[src/rtl/coord_project_ctrl.sv]
// Pinhole projection sequencer: one (x,y,z) point in, one clamped overlay pixel out.
// Both axes share a single restoring divider, run back to back.
module coord_project_ctrl #(
   parameter int unsigned FX       = 437,
   parameter int unsigned FY       = 330,
   parameter int unsigned CX       = 242,
   parameter int unsigned CY       = 145,
   parameter int unsigned SCALE_Q8 = 337,
   parameter int unsigned IMG_W    = 640,
   parameter int unsigned IMG_H    = 480
) (
   input  logic               clk,
   input  logic               rst_n,
   input  logic               in_valid,
   output logic               in_ready,
   input  logic signed [31:0] in_x,
   input  logic signed [31:0] in_y,
   input  logic signed [15:0] in_z,
   output logic               out_valid,
   input  logic               out_ready,
   output logic [15:0]        out_u,
   output logic [15:0]        out_v,
   output logic               out_clip,
   output logic               out_err,
   output logic               busy
);

   typedef enum logic [2:0] {
      S_IDLE, S_MUL, S_DIV_X, S_DIV_Y, S_SCALE, S_OUT, S_ERR
   } state_t;

   localparam logic signed [47:0] FX_S  = 48'(FX);
   localparam logic signed [47:0] FY_S  = 48'(FY);
   localparam logic signed [47:0] CX_S  = 48'(CX);
   localparam logic signed [47:0] CY_S  = 48'(CY);
   localparam logic [15:0]        U_MAX = 16'(IMG_W - 1);
   localparam logic [15:0]        V_MAX = 16'(IMG_H - 1);

   state_t state_q, state_d;

   logic signed [31:0] x_q, y_q;
   logic signed [15:0] z_q;
   logic signed [47:0] numy_q;
   logic               neg_q;
   logic [47:0]        dvd_q;
   logic [15:0]        rem_q;
   logic [5:0]         cnt_q;
   logic signed [47:0] qx_q, qy_q;
   logic [15:0]        out_u_q, out_v_q;
   logic               out_clip_q, out_err_q;

   function automatic logic [47:0] abs48(input logic signed [47:0] a);
      return a[47] ? -a : a;
   endfunction

   // Returns {clip, pixel}; negative quotients clamp to 0, large ones to lim.
   function automatic logic [16:0] scale_axis(input logic signed [47:0] q,
                                             input logic [15:0] lim);
      logic [57:0] prod;
      logic [49:0] pix;
      prod = 58'(q[46:0]) * 58'(SCALE_Q8);
      pix  = 50'(prod >> 8);
      if (q[47])
         return {1'b1, 16'd0};
      if (pix > 50'(lim))
         return {1'b1, lim};
      return {1'b0, pix[15:0]};
   endfunction

   logic signed [47:0] x_ext, y_ext, z_ext;
   logic signed [47:0] num_x_c, num_y_c;
   logic [16:0]        rem_sh;
   logic               div_ge;
   logic [47:0]        dvd_nx;
   logic signed [47:0] quot_c;
   logic               div_last;
   logic [16:0]        u_res, v_res;

   assign x_ext    = {{16{x_q[31]}}, x_q};
   assign y_ext    = {{16{y_q[31]}}, y_q};
   assign z_ext    = {{32{z_q[15]}}, z_q};
   assign num_x_c  = FX_S * x_ext + CX_S * z_ext;
   assign num_y_c  = FY_S * y_ext + CY_S * z_ext;

   assign rem_sh   = {rem_q, dvd_q[47]};
   assign div_ge   = rem_sh >= {1'b0, z_q};
   assign dvd_nx   = {dvd_q[46:0], div_ge};
   assign quot_c   = neg_q ? -$signed(dvd_nx) : $signed(dvd_nx);
   assign div_last = (cnt_q == 6'd47);

   assign u_res    = scale_axis(qx_q, U_MAX);
   assign v_res    = scale_axis(qy_q, V_MAX);

   always_ff @(posedge clk or negedge rst_n) begin
      if (!rst_n)
         state_q <= S_IDLE;
      else
         state_q <= state_d;
   end

   always_comb begin
      state_d = state_q;
      case (state_q)
         S_IDLE:  if (in_valid) state_d = (in_z <= 16'sd0) ? S_ERR : S_MUL;
         S_MUL:   state_d = S_DIV_X;
         S_DIV_X: if (div_last) state_d = S_DIV_Y;
         S_DIV_Y: if (div_last) state_d = S_SCALE;
         S_SCALE: state_d = S_OUT;
         S_ERR:   state_d = S_OUT;
         S_OUT:   if (out_ready) state_d = S_IDLE;
         default: state_d = S_IDLE;
      endcase
   end

   always_comb begin
      in_ready  = rst_n && (state_q == S_IDLE);
      busy      = (state_q != S_IDLE);
      out_valid = (state_q == S_OUT);
   end

   always_ff @(posedge clk or negedge rst_n) begin
      if (!rst_n) begin
         x_q        <= '0;
         y_q        <= '0;
         z_q        <= '0;
         numy_q     <= '0;
         neg_q      <= 1'b0;
         dvd_q      <= '0;
         rem_q      <= '0;
         cnt_q      <= '0;
         qx_q       <= '0;
         qy_q       <= '0;
         out_u_q    <= '0;
         out_v_q    <= '0;
         out_clip_q <= 1'b0;
         out_err_q  <= 1'b0;
      end else begin
         case (state_q)
            S_IDLE: begin
               if (in_valid) begin
                  x_q <= in_x;
                  y_q <= in_y;
                  z_q <= in_z;
               end
            end
            S_MUL: begin
               numy_q <= num_y_c;
               neg_q  <= num_x_c[47];
               dvd_q  <= abs48(num_x_c);
               rem_q  <= '0;
               cnt_q  <= '0;
            end
            S_DIV_X, S_DIV_Y: begin
               rem_q <= div_ge ? 16'(rem_sh - {1'b0, z_q}) : rem_sh[15:0];
               dvd_q <= dvd_nx;
               cnt_q <= cnt_q + 6'd1;
               if (div_last) begin
                  rem_q <= '0;
                  cnt_q <= '0;
                  if (state_q == S_DIV_X) begin
                     // Reload the shared divider with the y numerator.
                     qx_q  <= quot_c;
                     neg_q <= numy_q[47];
                     dvd_q <= abs48(numy_q);
                  end else begin
                     qy_q <= quot_c;
                  end
               end
            end
            S_SCALE: begin
               out_u_q    <= u_res[15:0];
               out_v_q    <= v_res[15:0];
               out_clip_q <= u_res[16] | v_res[16];
               out_err_q  <= 1'b0;
            end
            S_ERR: begin
               out_u_q    <= '0;
               out_v_q    <= '0;
               out_clip_q <= 1'b0;
               out_err_q  <= 1'b1;
            end
            S_OUT: begin
               if (out_ready) begin
                  out_clip_q <= 1'b0;
                  out_err_q  <= 1'b0;
               end
            end
            default: ;
         endcase
      end
   end

   assign out_u    = out_u_q;
   assign out_v    = out_v_q;
   assign out_clip = out_clip_q;
   assign out_err  = out_err_q;

endmodule

[config.mk]
export PLATFORM = sky130hd
export DESIGN_NAME = coord_project_ctrl
export DESIGN_NICKNAME = d
export VERILOG_FILES = /design/src/rtl/coord_project_ctrl.sv
export SDC_FILE = /design/constraint.sdc
export NUM_CORES = 2
export LEC_CHECK = 0
export ABC_AREA = 1
export ABC_CLOCK_PERIOD_IN_PS = 8650
export BUFFER_PORTS_ARGS = -buffer_cell sky130_fd_sc_hd__buf_2
export CAP_MARGIN = 10
export CORE_MARGIN = 2
export CORE_UTILIZATION = 55
export CTS_CLUSTER_SIZE = 30
export DETAILED_ROUTE_END_ITERATION = 8
export GPL_TIMING_DRIVEN = 0
export PLACE_DENSITY = 0.74
export SLEW_MARGIN = 10
export SYNTH_ARGS = -nofsm -noshare
export SYNTH_HDL_FRONTEND = slang
export SYNTH_SLANG_ARGS = --single-unit
[constraint.sdc]
create_clock -name clk -period 8.65 [get_ports clk]
set_input_delay 0.4325 -clock clk [delete_from_list [all_inputs] [get_ports clk]]
set_output_delay 0.4325 -clock clk [all_outputs]
set_load 0.01 [all_outputs]
Word-level counts from Yosys, hierarchy flattened
Index checks and enable logic that the tools add are counted.
{"block": "totals", "regBits": 332, "word_cells": 100, "output_inout_bits": 37, "inputBits": 84}
{"block": "classes", "mul": 6, "addsub": 7, "n_lt_le_gt_ge": 4, "reduce_logical": 14, "bitwise_logic": 2, "eq_ne": 13, "mux": 39}
{"op": "2-to-1 mux 48 bit", "count": 5}
{"op": "2-to-1 mux 17 bit", "count": 8}
{"op": "multiplier 47 x 9 -> 56 bit (second input constant)", "count": 2}
{"op": "negation 48 bit", "count": 2}
{"op": "one-hot mux 16 bit (2 select lines)", "count": 3}
{"op": "one-hot mux 48 bit (2 select lines)", "count": 1}
{"op": "adder 42 x 25 -> 43 bit", "count": 2}
{"op": "> comparator 48 x 10 -> 1 bit (second input constant)", "count": 1}
{"op": "> comparator 48 x 9 -> 1 bit (second input constant)", "count": 1}
{"op": "negation 43 -> 48 bit", "count": 1}
{"op": "multiplier 10 x 32 -> 42 bit (first input constant)", "count": 1}
{"op": "multiplier 9 x 32 -> 41 bit (first input constant)", "count": 1}
{"op": "2-to-1 mux 16 bit", "count": 2}
{"op": "multiplier 9 x 16 -> 25 bit (first input constant)", "count": 1}
{"op": "multiplier 8 x 16 -> 24 bit (first input constant)", "count": 1}
{"op": "one-hot mux 3 bit (6 select lines)", "count": 1}
{"op": "greater-or-equal comparator 17 x 16 -> 1 bit", "count": 1}
{"op": "<= comparator 16 x 1 -> 1 bit (second input constant)", "count": 1}
{"op": "subtractor 16 bit", "count": 1}
{"op": "2-to-1 mux 3 bit", "count": 5}
{"op": "one-hot mux 6 bit (2 select lines)", "count": 1}
{"op": "!= test 2 bit (second input constant)", "count": 5}
{"op": "equality test 3 bit (second input constant)", "count": 3}
{"op": "2-to-1 mux 1 bit", "count": 9}
{"op": "18 further kinds", "count": 26}

Logic depth before layout (Yosys ltp)
{"block": "logic_depth", "ltp_word": 8, "ltp_mapped": 45, "ltp_nobuf": 45}

Least setup slack after synthesis
Ideal clock, no wire load.
{"block": "synth_path", "path_type": "reg2reg", "start": "register z_q[15]", "end": "register dvd_q[5]", "synth_period_minus_slack_ns": 8.097, "path_stages_with_launch": 34, "t_required_ns": 8.508, "path_slack_ns": 0.553, "t_arrival_ns": 7.955, "setup_time_ns": 0.142, "n_path_buf": 2, "cell_sequence": "dfrtp_1 > ha_1 > fa_1 > fa_1 > fa_1 > inv_1 > ha_1 > a21oi_1 > o21ai_0 > a211oi_1 > nand2_1 > nand2_1 > nand2_1 > fa_1 > fa_1 > fa_1 > inv_1 > ha_1 > nand2_1 > nor2_1 > and2_1 > and2_1 > nand2_2 > nand2_2 > a21oi_1 > or2_1 > nand2_1 > nand2_1 > nand2_1 > buf_6 > buf_2 > nand3_1 > nand3_1 > a22oi_1"}
{"block": "synth_between", "elab_chain_len": 4}
{"element": "from (decl)", "line_no": "42", "source": "logic signed [15:0] z_q;"}
{"element": "from (signal assigned)", "line_no": "143", "source": "z_q <= in_z;"}
{"element": "multiplier 8 x 16 -> 24 bit", "line_no": "82", "source": "assign num_x_c = FX_S * x_ext + CX_S * z_ext;"}
{"element": "adder 42 x 25 -> 43 bit", "line_no": "82"}
{"element": "2-to-1 mux 48 bit", "line_no": "53", "source": "return a[47] ? -a : a;"}
{"element": "one-hot mux 48 bit (2 select lines)", "line_no": "138", "source": "case (state_q)"}
{"element": "to (signal assigned)", "line_no": "149", "source": "dvd_q <= abs48(num_x_c);"}
{"element": "to (signal assigned)", "line_no": "155", "source": "dvd_q <= dvd_nx;"}
{"element": "to (signal assigned)", "line_no": "164", "source": "dvd_q <= abs48(numy_q);"}
{"element": "to (decl)", "line_no": "45", "source": "logic [47:0] dvd_q;"}
Every way passes these cells.
A chain may end at the register's enable or synchronous reset.

Worst setup path in the final report
{"block": "layout_path", "start": "register z_q[15]", "end": "register dvd_q[30]"}
{"block": "layout_between", "elab_chain_len": 5}
{"element": "multiplier 8 x 16 -> 24 bit (*)", "line_no": "82"}
{"element": "adder 42 x 25 -> 43 bit (*)", "line_no": "82"}
{"element": "negation 43 -> 48 bit", "line_no": "53"}
{"element": "2-to-1 mux 48 bit (*)", "line_no": "53"}
{"element": "one-hot mux 48 bit (2 select lines) (*)", "line_no": "138"}
Every way passes the cells marked *; elsewhere a longest branch is shown, timed or not.

==> flow_summary.toml <==
[routing]
routed.top_layer = "met5"
detail_route.iter0.violations = 3807
routed-via-count = 47200
routed-wl-met3_um = 8680
final_antenna_net_count = 0
met2WireLength_um = 70800
dr_vias_cell = 5.52
drc = 0
route.layer.met1.wl_um = 67000
routed_wirelength_um = 153000
dr.pass1.iters = 6
avgRoutedWirePerCell_um = 17.9

[clock_network]
cts_buffers = 43
cts.root.buffer_cell = "clkbuf_16"
clk_latency_ns = 0.62
clkSlewWorstSetupHoldPaths_ns = 0.07
max-clock-path-buffers = 3
cts_htree_levels = 2
total_number_of_clock_tree_sinks = 327
cts_tree = "yes"

[final_layout]
design.final.nets = 8532
final_core_util = 0.607
drive_above_1_share = 0.0699
finalInstanceArea_sq_um = 56500
num-fill-cells = 8625
flow.area_growth_from_synthesis_pct = 9.52

[floorplan]
floorplan.rows = 112
vertical_die_dimension_um = 310
die_width_um = 310
design.core.area_sq_um = 93000
die_area_sq_um = 96200
floorplan.initialDensity = 0.554
io_pins = 121

[grt]
grt_antenna_before_repair = 3
grt.total_usage = 0.318
grt_start_max_net_pins = 107
grt_first_pass_wirelength_um = 242000
grt_pass1_vias = 45800
grt.overflow.total = 0

[logic_synthesis]
yosysTopAreaCell = "ha_1"
yosys.cell_types.count = 67
area_fraction_of_the_dominant_cell_type_after_synthesis = 0.177
synth.most_common_cell = "inv_1"
ys.flop_type = "dfrtp_1"
count_of_flip_flops_with_a_built_in_enable_after_synthesis = 0
synth.ff_latch_count = 327
postSynthCellCount = 7054
yosysWarnings = 0
asyncSetResetFlopFracSynth = 1.00
synth_area_sq_um = 51600
synth.net_count = 8318
post_synth_most_frequent_cells = "1507 x inv_1, 1467 x nand2_1, 729 x ha_1"
synthTopCellsByArea = "ha_1 18%, fa_1 18%, dfrtp_1 16%, inv_1 11%, nand2_1 11%"
portion_of_the_post_synthesis_area_used_by_sequential_elements = 0.159
postSynthAreaPerCell_sq_um = 7.31

[setup_path]
cp-start-kind = "flop"
critical_path.max_fanout = 16
setup.reg_to_reg.worst_slack_ns = 0.31
required_ns = 9.18
critPathMaxStageDelay_ns = 0.59
setup.worst_path.end_class = "flop"
r2r_cells = 36
worst_ep_arrival_time_ns = 8.87
worst-setup-path-type = "flop to flop"
critical_path.reg2reg.endpoint = "dvd_q[30]"
worstReg2RegStart = "z_q[15]"
critical-path-slowest-cell = "dfrtp_4"

[timing]
timing.fmax_mhz = 120
slew_headroom = 0.0790
clock_skew_after_layout_ns = 0.0277
worst_pin_slew_ns = 1.38
finalHoldViolCount = 0
finalWorstPathRequiredPeriod_ns = 8.34
final_max_slew_viol_count = 0
setup-violations-final = 0
min_period_over_period = 0.965

[place]
global_placement_routability_congestion = 1.05
place_hpwl_um = 130000
post_place_cell_area_sq_um = 53800
port_buffers = 120

[worst_hold_path]
holdCritStartpoint = "in_x[17]"
worstHoldEndpoint = "x_q[17]"
worst_hold_path_type = "primary input to flop"
hold_path_depth = 3

[job]
cap_violations = 0

[run_status]
status = "finished, final reports clean"
## metal layers
layer,global-route usage,vias up
li1,-,22900
met1,0.429,22500
met2,0.528,1609
met3,0.0317,271
met4,0.122,2
met5,0,-
## kinds of logic (layout without fill, tap and decap cells)
logic type | Yosys count | in the layout | share of synthesized area
buf+inv | 1616 | 1862 | 0.118
compound gates | 1080 | 1080 | 0.116
simple gates | 2601 | 2601 | 0.210
other cells | 0 | 1 | 0
mux | 41 | 41 | 0.00895
fa+ha+maj | 1180 | 1180 | 0.352
flops | 327 | 327 | 0.159
xor+xnor | 209 | 209 | 0.0357
## layout by cell type (no fill, tap or decap), drive strengths merged, types with 18 or more instances in the layout
cell type	n
a21oi	415
xnor2	73
clkbuf	134
nand3b	27
a21o	19
or2	18
o21a	22
mux2	41
inv	1510
nor3	63
nor2	586
xor2	136
nor4	21
a31oi	44
fa	451
nand3	304
o211ai	21
dfrtp	327
nand2	1481
a22oi	20
o21ai	454
o21bai	29
ha	729
buf	181
nand4	86
## critical path: cells and delay by family, from the launching register on
kind                     cells  cell delay, ns
adder cells (fa/ha/maj)      9            4.11
AND/OR/NAND/NOR             18            2.50
buffers and inverters        5            0.57
flip-flops                   1            0.59
AO/OA/AOI/OAI                4            0.49
## worst max path at each step
stage                  from         to  slack, ns  depth (start not counted)
floorplan           z_q[15]   dvd_q[5]       0.55                         33
global placement    z_q[15]  dvd_q[29]      -1.14                         31
detailed placement  z_q[15]  dvd_q[29]      -1.23                         31
CTS                 z_q[15]  dvd_q[42]       0.01                         33
global route        z_q[15]  dvd_q[33]      -0.05                         36
finish              z_q[15]  dvd_q[30]       0.31                         36
## area by class of cell
type | instances | area, sq um | share of cell area
clock inverters | 25 | 375 | 0.00665
inverters | 1515 | 5690 | 0.101
well taps | 1254 | 1570 | 0.0278
plain buffers | 101 | 434 | 0.00769
multi-input cells | 5111 | 37900 | 0.672
clock buffers | 52 | 1170 | 0.0207
diodes | 1 | 2.50 | 0.0000443
repair buffers | 169 | 1090 | 0.0193
flip-flops and latches | 327 | 8210 | 0.145
## metrics by stage
stage,setup slack (ns),setup TNS (ns),cells,hold WS [ns]
6_report,0.305,0,8555,0.0244
3_5_place_dp,-1.23,-43.51,8431,0.336
4_1_cts,0.0122,0,8530,0.000342
5_1_grt,-0.0473,-0.417,8554,0.0350
2_1_floorplan,0.553,0,7054,0.137
3_3_place_gp,-1.14,-39.27,8428,0.466
## state kept, by name, summed over array words and instances, names as in the netlist, 3 cells and up
signal and cells:
dvd_q 48, qx_q 48, qy_q 48, numy_q 43, x_q 32, y_q 32, out_u 16, out_v 16
rem_q 16, z_q 16, cnt_q 6, state_q 3
## repair_timing
action,in CTS,in global routing
endpoints found under the hold margin,43,0
endpoints found under the setup margin,43,43
resized for setup,32,152
cloned,0,1
buffers inserted,15,23
pin swaps,1,24
hold buffers,7,0
Power is left out: the tool's default activity adds up to more than one toggle a clock period on the data nets, which glitch-free logic cannot reach.
